[config.mk]
export PLATFORM = sky130hd
export DESIGN_NAME = ucsbece154b_bpred_gshare_assoc
export DESIGN_NICKNAME = d
export VERILOG_FILES = /design/src/rtl/ucsbece154b_bpred_gshare_assoc_pkg.sv /design/src/rtl/ucsbece154b_btb_assoc.sv /design/src/rtl/ucsbece154b_bpred_gshare_assoc.sv
export SDC_FILE = /design/constraint.sdc
export NUM_CORES = 2
export LEC_CHECK = 0
export BUFFER_PORTS_ARGS = -buffer_cell sky130_fd_sc_hd__buf_2
export CAP_MARGIN = 10
export CORE_UTILIZATION = 45
export CTS_BUF_LIST = sky130_fd_sc_hd__clkbuf_2
export DETAILED_ROUTE_END_ITERATION = 8
export PLACE_DENSITY = 0.59
export SETUP_SLACK_MARGIN = 0.05
export SLEW_MARGIN = 40
export SYNTH_ARGS = -nofsm -noshare
export SYNTH_HDL_FRONTEND = slang
export SYNTH_HIERARCHICAL = 1
export SYNTH_SLANG_ARGS = --single-unit
[constraint.sdc]
create_clock -name clk -period 6.9 [get_ports clk]
set_input_delay 1.38 -clock clk [delete_from_list [all_inputs] [get_ports clk]]
set_output_delay 1.38 -clock clk [all_outputs]
set_load 0.05 [all_outputs]
[src/rtl/ucsbece154b_bpred_gshare_assoc_pkg.sv]
// Shared definitions for the gshare predictor with set-associative BTB:
// update-type encodings, RISC-V control-flow opcodes and width helpers.
package ucsbece154b_bpred_gshare_assoc_pkg;

  typedef enum logic [1:0] {
    UPD_OTHER  = 2'b00,
    UPD_BRANCH = 2'b01,
    UPD_JAL    = 2'b10,
    UPD_JALR   = 2'b11
  } upd_type_e;

  localparam logic [6:0] OPCODE_BRANCH = 7'b1100011;
  localparam logic [6:0] OPCODE_JAL    = 7'b1101111;
  localparam logic [6:0] OPCODE_JALR   = 7'b1100111;

  // Lets decode stages classify an instruction for the update port.
  function automatic logic [1:0] opcodeToType(input logic [6:0] opcode);
    logic [1:0] kind;
    kind = UPD_OTHER;
    if (opcode == OPCODE_BRANCH) kind = UPD_BRANCH;
    else if (opcode == OPCODE_JAL) kind = UPD_JAL;
    else if (opcode == OPCODE_JALR) kind = UPD_JALR;
    return kind;
  endfunction

  // Index width that stays legal (at least one bit) for a count of one.
  function automatic int idxBits(input int n);
    return (n > 1) ? $clog2(n) : 1;
  endfunction

endpackage

[src/rtl/ucsbece154b_btb_assoc.sv]
// Set-associative branch target buffer with per-set age-counter LRU.
// One combinational lookup port for fetch and one write port for execute.
module ucsbece154b_btb_assoc
  import ucsbece154b_bpred_gshare_assoc_pkg::*;
#(
  parameter int NUM_SETS = 8,
  parameter int NUM_WAYS = 2
) (
  input  logic        clk,
  input  logic        reset_i,
  input  logic [31:2] lookup_pc_i,
  output logic        lookup_hit_o,
  output logic [1:0]  lookup_type_o,
  output logic [31:0] lookup_target_o,
  input  logic        upd_en_i,
  input  logic [31:2] upd_pc_i,
  input  logic [1:0]  upd_type_i,
  input  logic        upd_taken_i,
  input  logic [31:0] upd_target_i
);

  localparam int SB    = $clog2(NUM_SETS);
  localparam int TAG_W = 30 - SB;
  localparam int WW    = idxBits(NUM_WAYS);

  logic             valid_q  [NUM_SETS][NUM_WAYS];
  logic [TAG_W-1:0] tag_q    [NUM_SETS][NUM_WAYS];
  logic [31:0]      target_q [NUM_SETS][NUM_WAYS];
  logic [1:0]       type_q   [NUM_SETS][NUM_WAYS];

  logic [SB-1:0]    lkSet, upSet;
  logic [TAG_W-1:0] lkTag, upTag;
  logic [WW-1:0]    lkWay, upWay, freeWay, lruWay, victimWay, wrWay;
  logic             upHit, freeFound, doWrite;

  assign lkSet = lookup_pc_i[SB+1:2];
  assign lkTag = lookup_pc_i[31:SB+2];
  assign upSet = upd_pc_i[SB+1:2];
  assign upTag = upd_pc_i[31:SB+2];

  always_comb begin
    lookup_hit_o = 1'b0;
    lkWay = '0;
    for (int w = 0; w < NUM_WAYS; w++) begin
      if (valid_q[lkSet][w] && tag_q[lkSet][w] == lkTag) begin
        lookup_hit_o = 1'b1;
        lkWay = WW'(w);
      end
    end
  end

  assign lookup_type_o   = type_q[lkSet][lkWay];
  assign lookup_target_o = target_q[lkSet][lkWay];

  // Descending scan so the lowest-index free way wins.
  always_comb begin
    upHit = 1'b0;
    upWay = '0;
    freeFound = 1'b0;
    freeWay = '0;
    for (int w = NUM_WAYS - 1; w >= 0; w--) begin
      if (valid_q[upSet][w] && tag_q[upSet][w] == upTag) begin
        upHit = 1'b1;
        upWay = WW'(w);
      end
      if (!valid_q[upSet][w]) begin
        freeFound = 1'b1;
        freeWay = WW'(w);
      end
    end
  end

  assign victimWay = freeFound ? freeWay : lruWay;
  assign wrWay     = upHit ? upWay : victimWay;
  assign doWrite   = upd_en_i & (upHit | upd_taken_i);

  // A not-taken hit refreshes only the type; the target is kept.
  always_ff @(posedge clk) begin
    if (reset_i) begin
      for (int s = 0; s < NUM_SETS; s++)
        for (int w = 0; w < NUM_WAYS; w++)
          valid_q[s][w] <= 1'b0;
    end else if (doWrite) begin
      valid_q[upSet][wrWay] <= 1'b1;
      tag_q[upSet][wrWay]   <= upTag;
      type_q[upSet][wrWay]  <= upd_type_i;
      if (upd_taken_i) target_q[upSet][wrWay] <= upd_target_i;
    end
  end

  if (NUM_WAYS > 1) begin : gLru
    localparam int AW = $clog2(NUM_WAYS);
    logic [AW-1:0] age_q [NUM_SETS][NUM_WAYS];
    logic [AW-1:0] touchedAge;

    assign touchedAge = age_q[upSet][wrWay];

    always_comb begin
      lruWay = '0;
      for (int w = 0; w < NUM_WAYS; w++)
        if (age_q[upSet][w] == AW'(NUM_WAYS - 1)) lruWay = WW'(w);
    end

    // Ages form a permutation per set; the oldest way is the victim.
    always_ff @(posedge clk) begin
      if (reset_i) begin
        for (int s = 0; s < NUM_SETS; s++)
          for (int w = 0; w < NUM_WAYS; w++)
            age_q[s][w] <= AW'(NUM_WAYS - 1 - w);
      end else if (doWrite) begin
        for (int w = 0; w < NUM_WAYS; w++) begin
          if (WW'(w) == wrWay) age_q[upSet][w] <= '0;
          else if (age_q[upSet][w] < touchedAge) age_q[upSet][w] <= age_q[upSet][w] + AW'(1);
        end
      end
    end
  end else begin : gNoLru
    assign lruWay = '0;
  end

endmodule

[src/rtl/ucsbece154b_bpred_gshare_assoc.sv]
// Fetch-stage predictor: associative BTB plus gshare PHT with a speculative,
// checkpointed global history that execute repairs on a mispredict.
module ucsbece154b_bpred_gshare_assoc
  import ucsbece154b_bpred_gshare_assoc_pkg::*;
#(
  parameter int NUM_BTB_SETS = 8,
  parameter int NUM_BTB_WAYS = 2,
  parameter int NUM_GHR_BITS = 5,
  parameter int CTR_BITS     = 2
) (
  input  logic                    clk,
  input  logic                    reset_i,
  input  logic [31:0]             pc_i,
  input  logic                    fetch_valid_i,
  output logic                    predtaken_o,
  output logic [31:0]             predtarget_o,
  output logic [NUM_GHR_BITS-1:0] predghr_o,
  input  logic                    upd_valid_i,
  input  logic [31:0]             upd_pc_i,
  input  logic [1:0]              upd_type_i,
  input  logic                    upd_taken_i,
  input  logic [31:0]             upd_target_i,
  input  logic [NUM_GHR_BITS-1:0] upd_ghr_i,
  input  logic                    upd_mispredict_i
);

  localparam int PHT_DEPTH = 1 << NUM_GHR_BITS;
  localparam logic [CTR_BITS-1:0] CTR_INIT = CTR_BITS'((1 << (CTR_BITS - 1)) - 1);
  localparam logic [CTR_BITS-1:0] CTR_MAX  = '1;
  localparam logic [CTR_BITS-1:0] CTR_ONE  = CTR_BITS'(1);

  logic [CTR_BITS-1:0]     pht_q [PHT_DEPTH];
  logic [NUM_GHR_BITS-1:0] ghr_q, ghr_d;
  logic [NUM_GHR_BITS-1:0] rdIdx, wrIdx;
  logic [CTR_BITS-1:0]     wrCtr, wrCtrNext;
  logic                    btbHit, predTaken, updBranch;
  logic [1:0]              btbType;
  logic [31:0]             btbTarget;
  logic [1:0]              unusedPcBits;

  assign unusedPcBits = upd_pc_i[1:0];

  ucsbece154b_btb_assoc #(
    .NUM_SETS(NUM_BTB_SETS),
    .NUM_WAYS(NUM_BTB_WAYS)
  ) btb (
    .clk            (clk),
    .reset_i        (reset_i),
    .lookup_pc_i    (pc_i[31:2]),
    .lookup_hit_o   (btbHit),
    .lookup_type_o  (btbType),
    .lookup_target_o(btbTarget),
    .upd_en_i       (upd_valid_i && upd_type_i != UPD_OTHER),
    .upd_pc_i       (upd_pc_i[31:2]),
    .upd_type_i     (upd_type_i),
    .upd_taken_i    (upd_taken_i),
    .upd_target_i   (upd_target_i)
  );

  assign rdIdx     = pc_i[NUM_GHR_BITS+1:2] ^ ghr_q;
  assign wrIdx     = upd_pc_i[NUM_GHR_BITS+1:2] ^ upd_ghr_i;
  assign updBranch = upd_valid_i && upd_type_i == UPD_BRANCH;

  always_comb begin
    predTaken = 1'b0;
    if (btbHit) begin
      if (btbType == UPD_JAL || btbType == UPD_JALR) predTaken = 1'b1;
      else if (btbType == UPD_BRANCH) predTaken = pht_q[rdIdx][CTR_BITS-1];
    end
  end

  // Outputs are forced to the sequential-fetch default while reset is held.
  assign predtaken_o  = predTaken & ~reset_i;
  assign predtarget_o = predtaken_o ? btbTarget : pc_i + 32'd4;
  assign predghr_o    = reset_i ? '0 : ghr_q;

  always_comb begin
    ghr_d = ghr_q;
    if (upd_valid_i && upd_mispredict_i)
      ghr_d = (upd_type_i == UPD_BRANCH) ? {upd_ghr_i[NUM_GHR_BITS-2:0], upd_taken_i} : upd_ghr_i;
    else if (fetch_valid_i && btbHit && btbType == UPD_BRANCH)
      ghr_d = {ghr_q[NUM_GHR_BITS-2:0], predTaken};
  end

  always_ff @(posedge clk) begin
    if (reset_i) ghr_q <= '0;
    else ghr_q <= ghr_d;
  end

  always_comb begin
    wrCtr = pht_q[wrIdx];
    wrCtrNext = wrCtr;
    if (upd_taken_i && wrCtr != CTR_MAX) wrCtrNext = wrCtr + CTR_ONE;
    else if (!upd_taken_i && wrCtr != '0) wrCtrNext = wrCtr - CTR_ONE;
  end

  always_ff @(posedge clk) begin
    if (reset_i) begin
      for (int i = 0; i < PHT_DEPTH; i++) pht_q[i] <= CTR_INIT;
    end else if (updBranch) begin
      pht_q[wrIdx] <= wrCtrNext;
    end
  end

endmodule
# Word-level counts from Yosys, hierarchy flattened
# Memories as Yosys holds them, arrays and structs flattened.
# Cells that the tools add are included.
# totals
register_bits,5
ram_bits,1072
wordCells,138
memories,6
# mem_list
memory,depth,word_bits,read_ports,rd_ports_with_merged_regs,wr,line,rtl
btb.target_q,8,64,1,0,1,ucsbece154b_btb_assoc.sv:28,logic [31:0] target_q [NUM_SETS][NUM_WAYS];
btb.tag_q,8,54,2,0,1,ucsbece154b_btb_assoc.sv:27,logic [TAG_W-1:0] tag_q [NUM_SETS][NUM_WAYS];
pht_q,32,2,2,0,32,ucsbece154b_bpred_gshare_assoc.sv:32,logic [CTR_BITS-1:0] pht_q [PHT_DEPTH];
btb.type_q,8,4,1,0,1,ucsbece154b_btb_assoc.sv:29,logic [1:0] type_q [NUM_SETS][NUM_WAYS];
btb.gLru.age_q,8,2,1,0,8,ucsbece154b_btb_assoc.sv:93,logic [AW-1:0] age_q [NUM_SETS][NUM_WAYS];
btb.valid_q,8,2,2,0,8,ucsbece154b_btb_assoc.sv:26,logic valid_q [NUM_SETS][NUM_WAYS];
# op_classes
addsub,5
order_cmp,5
eq_ne,9
mux,82
bitwise_logic,10
n_reduce_logical,20
# ops
op,count
two-way mux 32 bit,5
== test 27 bit,4
two-way mux 64 bit,1
two-way mux 54 bit,1
two-way mux 1 bit,50
"adder 32 x 3 -> 32 bit, second input constant",1
demux 32 bit (select 1 bit),1
demux 27 bit (select 1 bit),1
two-way mux 27 bit,1
two-way mux 5 bit,5
two-way mux 2 bit,12
logical AND 1 bit,12
bitwise XOR 5 bit,2
two-way mux 3 bit,2
nonzero test 2 bit,3
OR reduction 2 bit,3
"== test 2 x 1 -> 1 bit, second input constant",2
"== test 2 bit, second input constant",2
"greater-or-equal comparator 2 bit, second input constant",2
two-way mux 4 bit,1
inverter 1 -> 2 bit,2
OR 1 bit,3
"adder 1 bit, second input constant",2
"adder 2 x 1 -> 2 bit, second input constant",1
10 further kinds,12

# Longest topological paths before layout
# An unclocked memory read counts as a cell.
# logic_depth
depth_word,19
ltp_mapped,17
ltp_nobuf,13

# Hierarchy
# The synthesis kept the hierarchy.
# modules_own_cells
module,instances,cells_per_inst,area_each_um2,seq_area_each_um2
ucsbece154b_btb_assoc,1,2172,43454.2,30098.9
ucsbece154b_bpred_gshare_assoc,1,460,4969.8,2021.9

# Least setup slack after synthesis
# OpenSTA, ideal clock, no wires.
# synth_timing
path_kind,input -> output
from,input port pc_i[2]
to,output port predtarget_o[2]
t_arrival_ns,5.801
slack_ns,-0.281
cell_stages,12
n_path_buf,7
cell_sequence,clkbuf_1 buf_2 buf_2 buf_2 buf_2 buf_1 mux4_2 mux4_2 nor4_1 nor4b_4 buf_6 mux2i_1
# synth_between
elab_chain_len,14
word_cells_on_any_way,30
classes_between,add/sub (1); eq/ne (5); mux (13); bitwise (3); reduce/logical (3); memory (5)
# synth_lines
element,line,rtl
"start, declared",ucsbece154b_bpred_gshare_assoc.sv:13,"input logic [31:0] pc_i,"
memory read (8 x 54 bit),--,
== test 27 bit,ucsbece154b_btb_assoc.sv:45,if (valid_q[lkSet][w] && tag_q[lkSet][w] == lkTag) begin
logical AND 1 bit,ucsbece154b_btb_assoc.sv:45,
two-way mux 1 bit,ucsbece154b_btb_assoc.sv:45,
inverter 1 -> 2 bit (implied by the code),ucsbece154b_btb_assoc.sv:52,assign lookup_type_o = type_q[lkSet][lkWay];
two-way mux 2 bit (implied by the code) (*) (3 in series),ucsbece154b_btb_assoc.sv:52,
via btbType[1],ucsbece154b_bpred_gshare_assoc.sv:37,logic [1:0] btbType;
== test 2 x 1 -> 1 bit or == test 2 bit (tied branches),"ucsbece154b_bpred_gshare_assoc.sv:68, ucsbece154b_bpred_gshare_assoc.sv:67",
two-way mux 1 bit or logical OR 1 bit (tied branches),"ucsbece154b_bpred_gshare_assoc.sv:68, ucsbece154b_bpred_gshare_assoc.sv:67",
two-way mux 1 bit (*),ucsbece154b_bpred_gshare_assoc.sv:67,if (btbType == UPD_JAL || btbType == UPD_JALR) predTaken = 1'b1;
two-way mux 1 bit (*),ucsbece154b_bpred_gshare_assoc.sv:66,if (btbHit) begin
bitwise AND 1 bit (*),ucsbece154b_bpred_gshare_assoc.sv:73,assign predtaken_o = predTaken & ~reset_i;
via predtaken_o,ucsbece154b_bpred_gshare_assoc.sv:15,"output logic predtaken_o,"
two-way mux 32 bit (*),ucsbece154b_bpred_gshare_assoc.sv:74,assign predtarget_o = predtaken_o ? btbTarget : pc_i + 32'd4;
"end, declared",ucsbece154b_bpred_gshare_assoc.sv:16,"output logic [31:0] predtarget_o,"
# The timed path passes the listed nets; every way through them passes the cells marked *. The select of a mux whose other input is x is not followed.

# Worst setup path after layout
# layout_timing
from,input port pc_i[2]
to,output port predtarget_o[18]
# layout_between
elab_chain_len,14
word_cells_on_any_way,30
classes_between,add/sub (1); eq/ne (5); mux (13); bitwise (3); reduce/logical (3); memory (5)
# layout_lines
element,line
memory read (8 x 54 bit),--
== test 27 bit,ucsbece154b_btb_assoc.sv:45
logical AND 1 bit,ucsbece154b_btb_assoc.sv:45
two-way mux 1 bit,ucsbece154b_btb_assoc.sv:45
inverter 1 -> 2 bit (implied by the code),ucsbece154b_btb_assoc.sv:52
two-way mux 2 bit (implied by the code) (*) (3 in series),ucsbece154b_btb_assoc.sv:52
via btbType[1],ucsbece154b_bpred_gshare_assoc.sv:37
== test 2 x 1 -> 1 bit or == test 2 bit (tied branches),"ucsbece154b_bpred_gshare_assoc.sv:68, ucsbece154b_bpred_gshare_assoc.sv:67"
two-way mux 1 bit or logical OR 1 bit (tied branches),"ucsbece154b_bpred_gshare_assoc.sv:68, ucsbece154b_bpred_gshare_assoc.sv:67"
two-way mux 1 bit (*),ucsbece154b_bpred_gshare_assoc.sv:67
two-way mux 1 bit (*),ucsbece154b_bpred_gshare_assoc.sv:66
bitwise AND 1 bit (*),ucsbece154b_bpred_gshare_assoc.sv:73
two-way mux 32 bit (*),ucsbece154b_bpred_gshare_assoc.sv:74
# Marks and branches as above.

==> flow_summary.ini <==
[critical_path]
cpMostUsedCell = buf_12
crit_arrival_ps = 5490
r2r-start = btb/tag_q[5][7]
start_kind = primary input
slowest_stage = mux4_2
path_cells = buf_12, buf_12, mux4_2, mux2i_4, buf_4, xnor2_1, nor4_2, nand3_1, nor2_4, buf_12, mux4_2, nor4_4, nor4b_4, buf_6, buf_12, mux2_4, buf_12
path_max_fanout = 21
cp-startpoint = pc_i[2]
r2r_cells = 11
r2r-end = btb/tag_q[7][20]
critPathCaptureType = output port
cp.required_ps = 5520
worstSetupPathType = primary input to output port
slowest_delay_ps = 560
endpoint = predtarget_o[18]
rrSetupSlack_ps = 2450

[synth]
ys_top_cells_by_area = edfxtp_1 65%, mux4_2 15%, mux2i_1 3.8%, xnor2_1 1.7%, mux2_2 1.5%
syn_inst = 2632
yosysTopAreaCell = edfxtp_1
synth_common_cells = 1,055 x edfxtp_1, 330 x mux4_2, 182 x mux2i_1
synth_mux_area_frac = 0.2126
synth_flop_cell = edfxtp_1
synth_top_family_by_area = multiplexers
synth_cell_types = 80
synthesis.nets = 2744
synth_edf_count = 1055
ys_ff_latch = 1077
seq_area_frac_synth = 0.6633
synthesis.area_um2 = 48420
synthArstFlopShare = 0
syn_avg_cell_area_um2 = 18.40
synthAdderAreaFrac = 0.0007752
synth_xor_area_frac = 0.02462
synth_compound_area_frac = 0.03181
synth_top_area_share = 0.6542
yosysMostFrequentCell = edfxtp_1
synth-simple-area-share = 0.04871
ys_warn_count = 6

[sta]
fin_ws_ps = 32.49
hold_ws_ps = 204.3
skew_ps = 204.1
finalCritPeriodShare = 0.9953
clock.fmax_ghz = 0.1456
tns_ps = 0
min_period_ps = 6868
slew_headroom = 0.3217
hold_violations = 0
rsz0062_at_grt = true
finalMaxSlewViolations = 0
tightestPinTransition_ps = 1017
setup-violations-final = 0

[power]
swShare = 0.2663
internal-power_mw = 9.511
leakagePower_nw = 18.84
pwr_density_cell_nw_per_um2 = 232.3
ir_worst_vdd_mv = 0.1105
combPwrFrac = 0.106
seqPwrFrac = 0.557
switchingPower_mw = 3.452
p_clk_frac = 0.337

[flow_run]
maxCapViolCount = 0

[cts]
cts_buffer_depth = 4
clkTransAtPathRegs_ps = 110
htreeDepth = 5
clk_latency_ps = 1590
cts_tree = built
clkSinkCount = 1077
numCtsBuffers = 294
cts_root_buf = clkbuf_2

[drt]
route.met3.wl_um = 10660
wl_met1_um = 56710
vias = 28630
routed_wl_um = 142400
avgViaCountPerCell = 6.032
drc = 0
routed.top_layer = met5
wl_met2_um = 70140
firstDrtPassIters = 6
ant_nets = 0
drtIter0Drc = 2778
wl_per_cell_um = 30.00

[worst_hold_path]
hold_class = primary input to register

[global_routing]
grt_max_degree = 65
grt_use_total = 0.2652
gr-total-overflow = 0
grt_pass1_vias = 30070
antenna_found_initial = 16
grt_pass1_wl_um = 205300

[place]
hpwl_um = 92360
globalplace.congestion = 0.9321
portBuffers = 144
pre_cts_ws_ps = -405.7

[cells_and_area]
drive_gt1_frac = 0.3949
final_util = 0.5265
syn2layout_area_growth_pct = 15.26
final_nets = 3271

[die]
io_pins = 147
coreArea_um2 = 106000
placementRows = 119
die_h_um = 330.0
dieWidth_um = 330.0
initial_core_util = 0.4568
dieArea_um2 = 108900

[status]
outcome = finished clean
[cell families after synthesis]
family,Yosys count
xor gates and xnor gates,131
adders and majority gates,3
and+or+nand+nor,449
muxes,591
DFF,1077
AOI/OAI and AO/OA,208
buffers and inverters,173
[registers in the layout, indices dropped and copies added (netlist names)]
name	flops
btb/gLru.age_q	16
btb/tag_q	432
btb/target_q	512
btb/type_q	32
btb/valid_q	16
ghr_q	5
pht_q	64
[per-stage QoR]
step	instances	power, mW	instance area (um2)
2_1_floorplan	2632	8.126	48440
3_3_place_gp	4232	8.686	52770
3_5_place_dp	4245	8.713	53050
4_1_cts	4735	13.04	55710
5_1_grt	4742	13.45	55800
6_report	4747	12.96	55810
[power by group through the flow]
stage | registers (mW) | clock network, mW | logic (mW)
floorplan | 7.36 | 0 | 0.763
global placement | 7.36 | 0 | 1.32
detailed placement | 7.37 | 0 | 1.35
CTS | 7.22 | 4.46 | 1.37
global route | 7.22 | 4.78 | 1.45
finish | 7.22 | 4.37 | 1.38
[worst max-delay path: cells and delay by family]
kind	cells	cell delay [ps]
xor+xnor	1	120
buf+inv	7	1190
mux	4	1660
simple gates	5	1050
[worst min-delay path by stage]
stage	slack, ps	start	to	cells past startpoint
finish	200	upd_type_i[0]	btb/type_q[2][0]	1
global route	40	upd_target_i[20]	btb/target_q[0][52]	1
CTS	0.8	upd_target_i[0]	btb/target_q[7][0]	1
detailed placement	470	btb/valid_q[5][1]	btb/valid_q[5][1]	1
global placement	460	btb/valid_q[6][1]	btb/valid_q[6][1]	1
floorplan	440	btb/valid_q[2][1]	btb/valid_q[2][1]	1
[cell usage in the layout (no fill, tap or decap), drive strengths merged, types with 48 or more instances in the layout]
cell type / netlist / layout
clkbuf: 79 / 409
mux2i: 182 / 182
a22oi: 48 / 48
xnor2: 95 / 95
mux2: 70 / 70
mux4: 339 / 339
nor3: 61 / 61
clkinv: 2 / 65
edfxtp: 1055 / 1055
buf: 79 / 383
nor2: 92 / 92
nand2: 95 / 95
[routing by layer]
layer	track usage	up-vias
met2	0.4336	1226
li1	-	12140
met5	0	-
met3	0.06005	287
met4	0.1080	16
met1	0.3437	14960
[repair_timing]
action                     4_1_cts  5_1_grt
hold buffers                     6        0
pin swaps                        4        2
hold endpoints to repair        28        0
setup buffers                    2        1
setup endpoints to repair       33       33
gates resized for setup         30       10
[cell type report]
| cell class | instances | area (um2) |
|---|---|---|
| diodes | 11 | 27.53 |
| clock buffers | 409 | 2047 |
| clock inverters | 73 | 412.9 |
| fillers | 8650 | 50200 |
| inverters | 15 | 56.30 |
| multi-input cells | 1382 | 15800 |
| flip-flops and latches | 1077 | 32120 |
| well taps | 1391 | 1740 |
| repair buffers | 389 | 3611 |
Note: power is estimated with default switching activity, not from simulation.
